**src/rtl/pwm_led_pkg.sv**
```systemverilog
// Shared encodings and helpers for the PWM LED array: mode codes,
// breathe-direction state type and the period length.
package pwm_led_pkg;

    typedef logic [1:0] mode_t;
    localparam mode_t MODE_STATIC  = 2'b00;
    localparam mode_t MODE_BREATHE = 2'b01;
    localparam mode_t MODE_CHASE   = 2'b10;
    localparam mode_t MODE_RSVD    = 2'b11;

    typedef logic [0:0] dir_t;
    localparam dir_t DIR_UP   = 1'b0;
    localparam dir_t DIR_DOWN = 1'b1;

    function automatic int unsigned period_len(input int unsigned cnt_w);
        return 32'd1 << cnt_w;
    endfunction

    // The reserved code behaves exactly like STATIC, including for change detection.
    function automatic mode_t mode_norm(input mode_t m);
        return (m == MODE_RSVD) ? MODE_STATIC : m;
    endfunction

endpackage

```
**src/rtl/pwm_led_if.sv**
```systemverilog
// Duty-register write port of the PWM LED array.
interface pwm_led_if #(parameter int CNT_W = 8);
    logic             wr_en;
    logic [3:0]       wr_addr;
    logic [CNT_W-1:0] wr_data;

    modport master (output wr_en, wr_addr, wr_data);
    modport slave  (input  wr_en, wr_addr, wr_data);
endinterface

```
**src/rtl/pwm_led_channel.sv**
```systemverilog
// One PWM output: duty register, period-aligned shadow copy and the
// registered compare against the shared counter.
module pwm_led_channel
    import pwm_led_pkg::*;
#(
    parameter int CNT_W = 8
) (
    input  logic             clk,
    input  logic             rst,
    input  logic             pwm_enable,
    input  logic             load,
    input  logic             wr_sel,
    input  logic [CNT_W-1:0] wr_data,
    input  logic [CNT_W-1:0] cnt,
    input  logic [CNT_W-1:0] level,
    input  mode_t            mode_act,
    input  logic             chase_sel,
    output logic             led
);

    logic [CNT_W-1:0] duty_reg;
    logic [CNT_W-1:0] duty_act;
    logic [CNT_W-1:0] eff;

    always_ff @(posedge clk or posedge rst) begin
        if (rst) begin
            duty_reg <= '0;
        end else if (wr_sel) begin
            duty_reg <= wr_data;
        end
    end

    // Shadow copy only moves at period boundaries so a pulse is never torn.
    always_ff @(posedge clk or posedge rst) begin
        if (rst) begin
            duty_act <= '0;
        end else if (load) begin
            duty_act <= duty_reg;
        end
    end

    always_comb begin
        eff = duty_act;
        case (mode_act)
            MODE_BREATHE: eff = level;
            MODE_CHASE:   eff = chase_sel ? duty_act : '0;
            default:      eff = duty_act;
        endcase
    end

    always_ff @(posedge clk or posedge rst) begin
        if (rst) begin
            led <= 1'b0;
        end else begin
            led <= pwm_enable && (cnt < eff);
        end
    end

endmodule

```
**src/rtl/pwm_led_array.sv**
```systemverilog
// PWM LED array: shared period counter, breathe FSM, chase pointer and
// period tick, driving CHANNELS pwm_led_channel instances.
//
//   state    | meaning
//   DIR_UP   | breathe level rises by one per period, turns at max
//   DIR_DOWN | breathe level falls by one per period, turns at zero
module pwm_led_array
    import pwm_led_pkg::*;
#(
    parameter int CHANNELS = 8,
    parameter int CNT_W    = 8
) (
    input  logic                clk,
    input  logic                rst,
    input  logic                pwm_enable,
    input  mode_t               mode,
    pwm_led_if.slave            bus,
    output logic [CHANNELS-1:0] leds,
    output logic                period_tick
);

    localparam int unsigned      PERIOD  = period_len(CNT_W);
    localparam logic [CNT_W-1:0] CNT_MAX = CNT_W'(PERIOD - 1);
    localparam int               POS_W   = (CHANNELS > 1) ? $clog2(CHANNELS) : 1;
    localparam logic [POS_W-1:0] POS_MAX = POS_W'(CHANNELS - 1);

    logic [CNT_W-1:0] cnt;
    logic [CNT_W-1:0] level;
    logic [POS_W-1:0] pos;
    dir_t             dir;
    mode_t            mode_act;
    mode_t            mode_new;
    logic             wrap;
    logic             load;

    assign mode_new = mode_norm(mode);
    assign wrap     = pwm_enable && (cnt == CNT_MAX);
    assign load     = wrap || !pwm_enable;

    always_ff @(posedge clk or posedge rst) begin
        if (rst) begin
            cnt         <= '0;
            period_tick <= 1'b0;
            mode_act    <= MODE_STATIC;
        end else begin
            cnt         <= pwm_enable ? cnt + 1'b1 : '0;
            period_tick <= wrap;
            if (load) begin
                mode_act <= mode_new;
            end
        end
    end

    // A mode switch at a period boundary restarts the animation from a known point.
    always_ff @(posedge clk or posedge rst) begin
        if (rst) begin
            level <= '0;
            dir   <= DIR_UP;
            pos   <= '0;
        end else if (wrap) begin
            if (mode_new != mode_act) begin
                level <= '0;
                dir   <= DIR_UP;
                pos   <= '0;
            end else begin
                if (mode_act == MODE_BREATHE) begin
                    case (dir)
                        DIR_UP: begin
                            if (level == CNT_MAX) dir <= DIR_DOWN;
                            else level <= level + 1'b1;
                        end
                        default: begin
                            if (level == '0) dir <= DIR_UP;
                            else level <= level - 1'b1;
                        end
                    endcase
                end
                if (mode_act == MODE_CHASE) begin
                    pos <= (pos == POS_MAX) ? '0 : pos + 1'b1;
                end
            end
        end
    end

    for (genvar i = 0; i < CHANNELS; i++) begin : g_ch
        pwm_led_channel #(.CNT_W(CNT_W)) u_ch (
            .clk        (clk),
            .rst        (rst),
            .pwm_enable (pwm_enable),
            .load       (load),
            .wr_sel     (bus.wr_en && (bus.wr_addr == 4'(i))),
            .wr_data    (bus.wr_data),
            .cnt        (cnt),
            .level      (level),
            .mode_act   (mode_act),
            .chase_sel  (pos == POS_W'(i)),
            .led        (leds[i])
        );
    end

endmodule

```
**src/flat_wrapper.sv**
```systemverilog
// flat-port wrapper written by rule: the top's interface ports become plain ports
module pwm_led_array_flat import pwm_led_pkg::*;
#(
    parameter int CHANNELS = 8,
    parameter int CNT_W    = 8
)
  (clk, rst, pwm_enable, mode, leds, period_tick, bus_wr_en, bus_wr_addr, bus_wr_data);
  pwm_led_if #(.CNT_W(CNT_W)) bus_i ();
  input  logic clk;
  input  logic rst;
  input  logic pwm_enable;
  input  mode_t mode;
  output logic [CHANNELS-1:0] leds;
  output logic period_tick;
  input wire logic [$bits(bus_i.wr_en)-1:0] bus_wr_en;
  input wire logic [$bits(bus_i.wr_addr)-1:0] bus_wr_addr;
  input wire logic [$bits(bus_i.wr_data)-1:0] bus_wr_data;
  assign bus_i.wr_en = bus_wr_en;
  assign bus_i.wr_addr = bus_wr_addr;
  assign bus_i.wr_data = bus_wr_data;
  pwm_led_array #(.CHANNELS(CHANNELS), .CNT_W(CNT_W)) u_core (.clk(clk), .rst(rst), .pwm_enable(pwm_enable), .mode(mode), .bus(bus_i), .leds(leds), .period_tick(period_tick));
endmodule
```
**config.mk**
```make
export PLATFORM = sky130hd
export DESIGN_NAME = pwm_led_array_flat
export DESIGN_NICKNAME = d
export VERILOG_FILES = /design/src/rtl/pwm_led_pkg.sv /design/src/rtl/pwm_led_if.sv /design/src/rtl/pwm_led_channel.sv /design/src/rtl/pwm_led_array.sv /design/src/flat_wrapper.sv
export SDC_FILE = /design/constraint.sdc
export NUM_CORES = 1
export LEC_CHECK = 0
export ABC_AREA = 0
export CAP_MARGIN = 20
export CORE_AREA = 2 2 125 127
export DETAILED_ROUTE_END_ITERATION = 12
export DIE_AREA = 0 0 127 129
export HOLD_SLACK_MARGIN = 0.03
export PLACE_DENSITY = 0.75
export SYNTH_ARGS = -nofsm -noshare
export SYNTH_HDL_FRONTEND = slang
export SYNTH_SLANG_ARGS = --single-unit
```
**constraint.sdc**
```tcl
create_clock -name clk -period 5.25 [get_ports clk]
set_clock_uncertainty 0.05 [all_clocks]
set_input_delay 1.05 -clock clk [delete_from_list [all_inputs] [get_ports clk]]
set_output_delay 1.05 -clock clk [all_outputs]
set_load 0.02 [all_outputs]
```
* Word-level counts from Yosys, hierarchy flattened
Index checks and enable logic that the tools add are counted.
** Word-level totals
- Bits in registers :: 159
- Input bits :: 18
- Output and inout bits :: 9
- Logic and storage cells :: 122
** Cells by class
- $add $sub $neg :: 4
- Order comparisons :: 8
- Equality and inequality tests :: 22
- Multiplexer cells :: 31
- Reduce and logical (&&, ||, !) cells :: 27
** Operators by type and width (number)
- $pmux 8 s2 :: 8
- $mux 8 :: 14
- $lt 8x8->1 :: 8
- $logic_and 1x1->1 :: 17
- $add 8x1->8 const B :: 2
- $eq 4x3->1 const B :: 4
- $eq 8x8->1 const B :: 2
- $eq 3x3->1 const B :: 4
- $mux 3 :: 3
- $eq 4x2->1 const B :: 2
- $logic_not 8->1 :: 1
- $sub 8x1->8 const B :: 1
- $eq 3x2->1 const B :: 2
- $mux 1 :: 5
- $eq 2x2->1 const B :: 2
- $eq 4x1->1 const B :: 1
- $logic_not 4->1 :: 1
- $reduce_and 2->1 :: 2
- $reduce_and 4->1 :: 1
- $reduce_bool 2->1 :: 2
- $add 3x1->3 const B :: 1
- $eq 3x1->1 const B :: 1
- $logic_not 3->1 :: 1
- $ne 3x1->1 const B :: 1
- other kinds (6) :: 6

* Depth between registers and ports, before layout
- Depth after elaboration :: 5
- Mapped depth :: 13
- Gate-level depth less buffers :: 12

* Cells and area by module
Synthesis repeated with hierarchy kept, for this count alone.
** Unflattened totals
- Cell total of the unflattened synthesis :: 704
- Area, all modules :: 8699.6 um^2
** Modules (own cells, without submodules)
- pwm_led_channel :: times used 8, cells each 67, area an instance 893.4 um^2
- pwm_led_array :: times used 1, cells each 168, area an instance 1552.7 um^2

* Least setup slack after synthesis
OpenSTA, ideal clock, no wires.
- Path kind :: flip-flop to flip-flop
- Start :: register u_core.mode_act[0]
- End :: register u_core.g_ch[5].u_ch.led
- Arrival time :: 2503 ps
- Required time :: 5132 ps
- Setup slack :: 2629 ps
- Stages on the path, launching flop included :: 14
- Buffers on the path :: 2
- Clock period less this slack :: 2621 ps
- Cells stage by stage :: dfrtp_1 inv_1 ha_1 clkbuf_1 nor2_1 and2_1 clkbuf_1 a21oi_1 ha_1 a21o_1 a21oi_1 a21oi_1 o2111ai_1 and4b_1
** On the way
- Longest elaborated chain between the ends :: 4
- Elaborated cells between the ends (all ways) :: 5
** RTL lines
- from (decl) :: RTL line pwm_led_array.sv:31 : mode_t mode_act;
- from (signal assigned) :: RTL line pwm_led_array.sv:49 : mode_act <= mode_new;
- $eq 2x2->1 / $eq 2x1->1 (equally long branches) :: RTL line pwm_led_channel.sv:44 : case (mode_act)
- $pmux 8 s2 * :: RTL line pwm_led_channel.sv:44
- $lt 8x8->1 * :: RTL line pwm_led_channel.sv:55 : led <= pwm_enable && (cnt < eff);
- $logic_and 1x1->1 * :: RTL line pwm_led_channel.sv:55
- to (signal assigned) :: RTL line pwm_led_channel.sv:55
- to (decl) :: RTL line pwm_led_channel.sv:18 : output logic led
Mark *: on every way between the ends. The rest lies on a longest branch, timed or not.
A chain may end at the register's enable or synchronous reset.

* Worst setup path in the final report
- Start :: register u_core.cnt[1]
- End :: register u_core.g_ch[1].u_ch.duty_act[0]
** On the way
- Longest elaborated chain between the ends :: 3
** RTL lines
- from (decl) :: RTL line pwm_led_array.sv:27 : logic [CNT_W-1:0] cnt;
- from (signal assigned) :: RTL line pwm_led_array.sv:46 : cnt <= pwm_enable ? cnt + 1'b1 : '0;
- $eq 8x8->1 :: RTL line pwm_led_array.sv:37 : assign wrap = pwm_enable && (cnt == CNT_MAX);
- $logic_and 1x1->1 :: RTL line pwm_led_array.sv:37
- $logic_or 1x1->1 :: RTL line pwm_led_array.sv:38 : assign load = wrap || !pwm_enable;
- to (signal assigned) :: RTL line pwm_led_channel.sv:38 : duty_act <= duty_reg;
- to (decl) :: RTL line pwm_led_channel.sv:22 : logic [CNT_W-1:0] duty_act;
No other way between the ends.

==> key figures <==
Final layout
  – Nets: 786
  – Reg area: 3980 um^2
  – Final core utilization: 61.5%
  – Ratio of cells with drive above 1 in the final layout: 24.3%
  – Area Growth Syn to Fin: 12.1%
  – Area of the multi-input gates: 4010 um^2
  – Diode count: 0
  – Fill cells: 1,120

Setup path
  – Endpoint class of the critical path: flip-flop
  – Worst reg-to-reg setup slack: 1.92 ns
  – Cells along the critical path: ha_1, nand3_1, nor3_1, nand2b_2, buf_4, mux2_2
  – Critical Path RT: 5.50 ns
  – CP Launch Point: u_core.cnt[1]
  – Crit path largest cell delay: 0.76 ns
  – Arr. time, crit path: 3.58 ns
  – Critical path buffers and inverters: 1
  – Startpoint Class: flip-flop
  – Crit Path Max Fanout: 35
  – Delay-heaviest family, CP: simple AND/OR/NAND/NOR gates
  – R2R Path Start: u_core.cnt[1]
  – Slowest-stage cell, CP: nand2b_2
  – WS Path Type: reg -> reg

Flow run
  – Max-cap violations: 0

Timing
  – Max-slew headroom: 39.7%
  – Min Tclk post-route: 3.33 ns
  – Setup TNS: 0 ns
  – Fin crit share: 63.4%
  – RSZ-0062 raised after global routing: no
  – Fin. Hold Viols: 0
  – F_max: 0.300 GHz
  – Worst Max-Slew Pin Slew: 0.904 ns
  – Fin worst setup slack: 1.92 ns
  – Final setup violation count: 0
  – Fin. max-slew vios: 0

Logic synthesis
  – Cells after Synth: 682
  – Post-synth top area share: 48.5%
  – Sequential cell area fraction in the yosys report: 48.5%
  – Syn_area_per_cell: 12.0 um^2
  – Ys async rst share: 100%
  – Warnings, synthesis: 0
  – Synth area leaders: dfrtp_1, mux2_2, ha_1
  – Post-synth EDFFs: 0
  – Primary FF master, synth: dfrtp_1
  – Seq cells post-synth: 159
  – Syn_nets: 772
  – Synth area leader: dfrtp_1
  – Yosys cell types: 48
  – Mapped Area: 8210 um^2

Clock network
  – Cts bufs inserted: 17
  – CTS H-tree depth: 4
  – Post-CTS setup buffer count: 0
  – Clock insertion delay at the later pin of the skew report: 0.42 ns
  – Clock Tree Buf Depth: 2
  – Clk sinks: 159
  – Root buf cell: clkbuf_16
  – Clock-pin slew on the worst setup and hold paths: 0.06 ns
  – TritonCTS clock tree: done
  – CTS resizes: 0
  – CTS hold repair buffers: 0

Detailed routing
  – Drt drc: 0
  – Final ANT Viol Nets: 0
  – DR vias: 5,513
  – DRT Pass-1 Iters: 5
  – Routed wire length: 19.1 mm
  – Initial DRC count: 493
  – Via density: 6.16
  – DR WL/cell: 21.4 um

Power and ir drop
  – Max VDD drop: 0.294 mV
  – Leakage power: 4.19 nW
  – Power density cells: 400 nW/um^2

Floorplanning
  – Core area: 15,000 um^2
  – Initial core utilization: 54.8%
  – # rows: 45
  – Chip height: 129 um
  – # IOs: 27
  – Die X: 127 um
  – Total die area: 16,400 um^2

Status
  – Status: finished clean

Global route
  – First-pass GRT wire length: 31.2 mm
  – Grt total ovfl: 0
  – Global Route Usage Sum: 25.1%
  – Vias in the first global route: 5,864
  – Largest net degree at the start of global routing: 160
  – Initial antenna violation count: 0

Placement
  – IO buf count: 26
  – Routability congestion estimate from global placement: 0.832
  – Dpl ws: 1.68 ns
  – DP Wirelength: 12.2 mm

Worst hold path
  – Worst hold path type: reg -> reg
  – Hold path start: u_core.g_ch[1].u_ch.duty_reg[3]
-- cells by family after synthesis --
family,share of synthesized area [%]
flip-flops,48.5
AO/OA/AOI/OAI,11.3
multiplexers,17.8
AND/OR/NAND/NOR,7.29
adder cells (fa/ha/maj),11.1
buffers and inverters,2.76
XOR/XNOR,1.28
-- layout by cell type, fill, tap and decap left out, drive strengths merged, types with 3 or more instances in the layout --
master	n
a211oi	3
a21o	20
a21oi	83
a31o	3
and2	14
and3	3
and4b	4
buf	3
bufinv	5
clkbuf	20
clkdlybuf4s50	26
clkinv	3
clkinvlp	3
dfrtp	159
ha	71
inv	13
mux2	130
nand2	34
nand3	6
nand3b	3
nand4	8
nand4b	3
nor2	9
nor2b	4
nor3	6
nor3b	3
o2111ai	5
o21a	5
o21ai	24
o31ai	6
xnor2	7
xor2	5
-- through the flow --
stage | hold WS, ns | std cells | power [mW] | cell area [um^2]
after global placement | 0.419 | 865 | 2.30 | 8570
final | 0.449 | 895 | 3.68 | 9210
after CTS | 0.452 | 895 | 3.69 | 9210
after detailed placement | 0.438 | 865 | 2.35 | 8570
after floorplan | 0.409 | 682 | 2.16 | 8210
after global routing | 0.464 | 895 | 3.86 | 9210
-- final timing paths --
kind                                                    to  cells past startpoint
setup / recovery           u_core.g_ch[1].u_ch.duty_act[0]                      6
hold / removal             u_core.g_ch[1].u_ch.duty_act[3]                      1
setup reg to reg           u_core.g_ch[1].u_ch.duty_act[0]                      6
hold reg to reg            u_core.g_ch[1].u_ch.duty_act[3]                      1
max in group asynchronous  u_core.g_ch[6].u_ch.duty_reg[7]                      3
min in group asynchronous  u_core.g_ch[1].u_ch.duty_reg[7]                      3
-- power by group --
group / switching (mW) / internal [mW] / leakage [nW] / total (mW)
clock network: 0.486 / 0.851 / 0.302 / 1.34
registers: 0.154 / 1.50 / 1.97 / 1.65
logic: 0.321 / 0.373 / 1.91 / 0.694
total: 0.962 / 2.72 / 4.19 / 3.68
-- area by class of cell --
type | count | area share (%)
clock buffer | 20 | 4.85
timing repair buffer | 29 | 3.21
multi-input combinational | 475 | 43.5
inverter | 14 | 0.612
clock inverter | 10 | 2.04
tap | 188 | 2.56
sequential | 159 | 43.2
-- routing by layer --
metal | up-vias | part of all wire [%] | wire length, um | track usage, %
met2 | 150 | 48 | 9260 | 42.2
met5 | - | 0 | 0 | 0
li1 | 2507 | - | - | -
met3 | 41 | 5.1 | 984 | 5.70
met1 | 2815 | 43 | 8270 | 31.7
met4 | 0 | 3.2 | 603 | 10.1
-- synthesized netlist by cell type (2+ instances only) --
cell       count
o31ai_1        6
a31o_2         3
nand2b_1       2
nor2_1         9
buf_4          9
and4b_1        4
buf_2         10
clkbuf_1      15
o2111ai_1      5
and3_1         2
a21oi_1       83
a211oi_1       3
o21a_1         5
xor2_1         5
dfrtp_1      159
mux2_2       129
nor2b_1        4
ha_1          71
and2_1        14
a21o_1        20
xnor2_1        7
nand2_1       34
o21ai_0       22
nand4b_1       3
or4_1          2
nor3b_2        2
nand4_1        8
nand3b_1       3
nor3_1         6
nand3_1        6
inv_1         14
(Power assumes the default switching activity.)
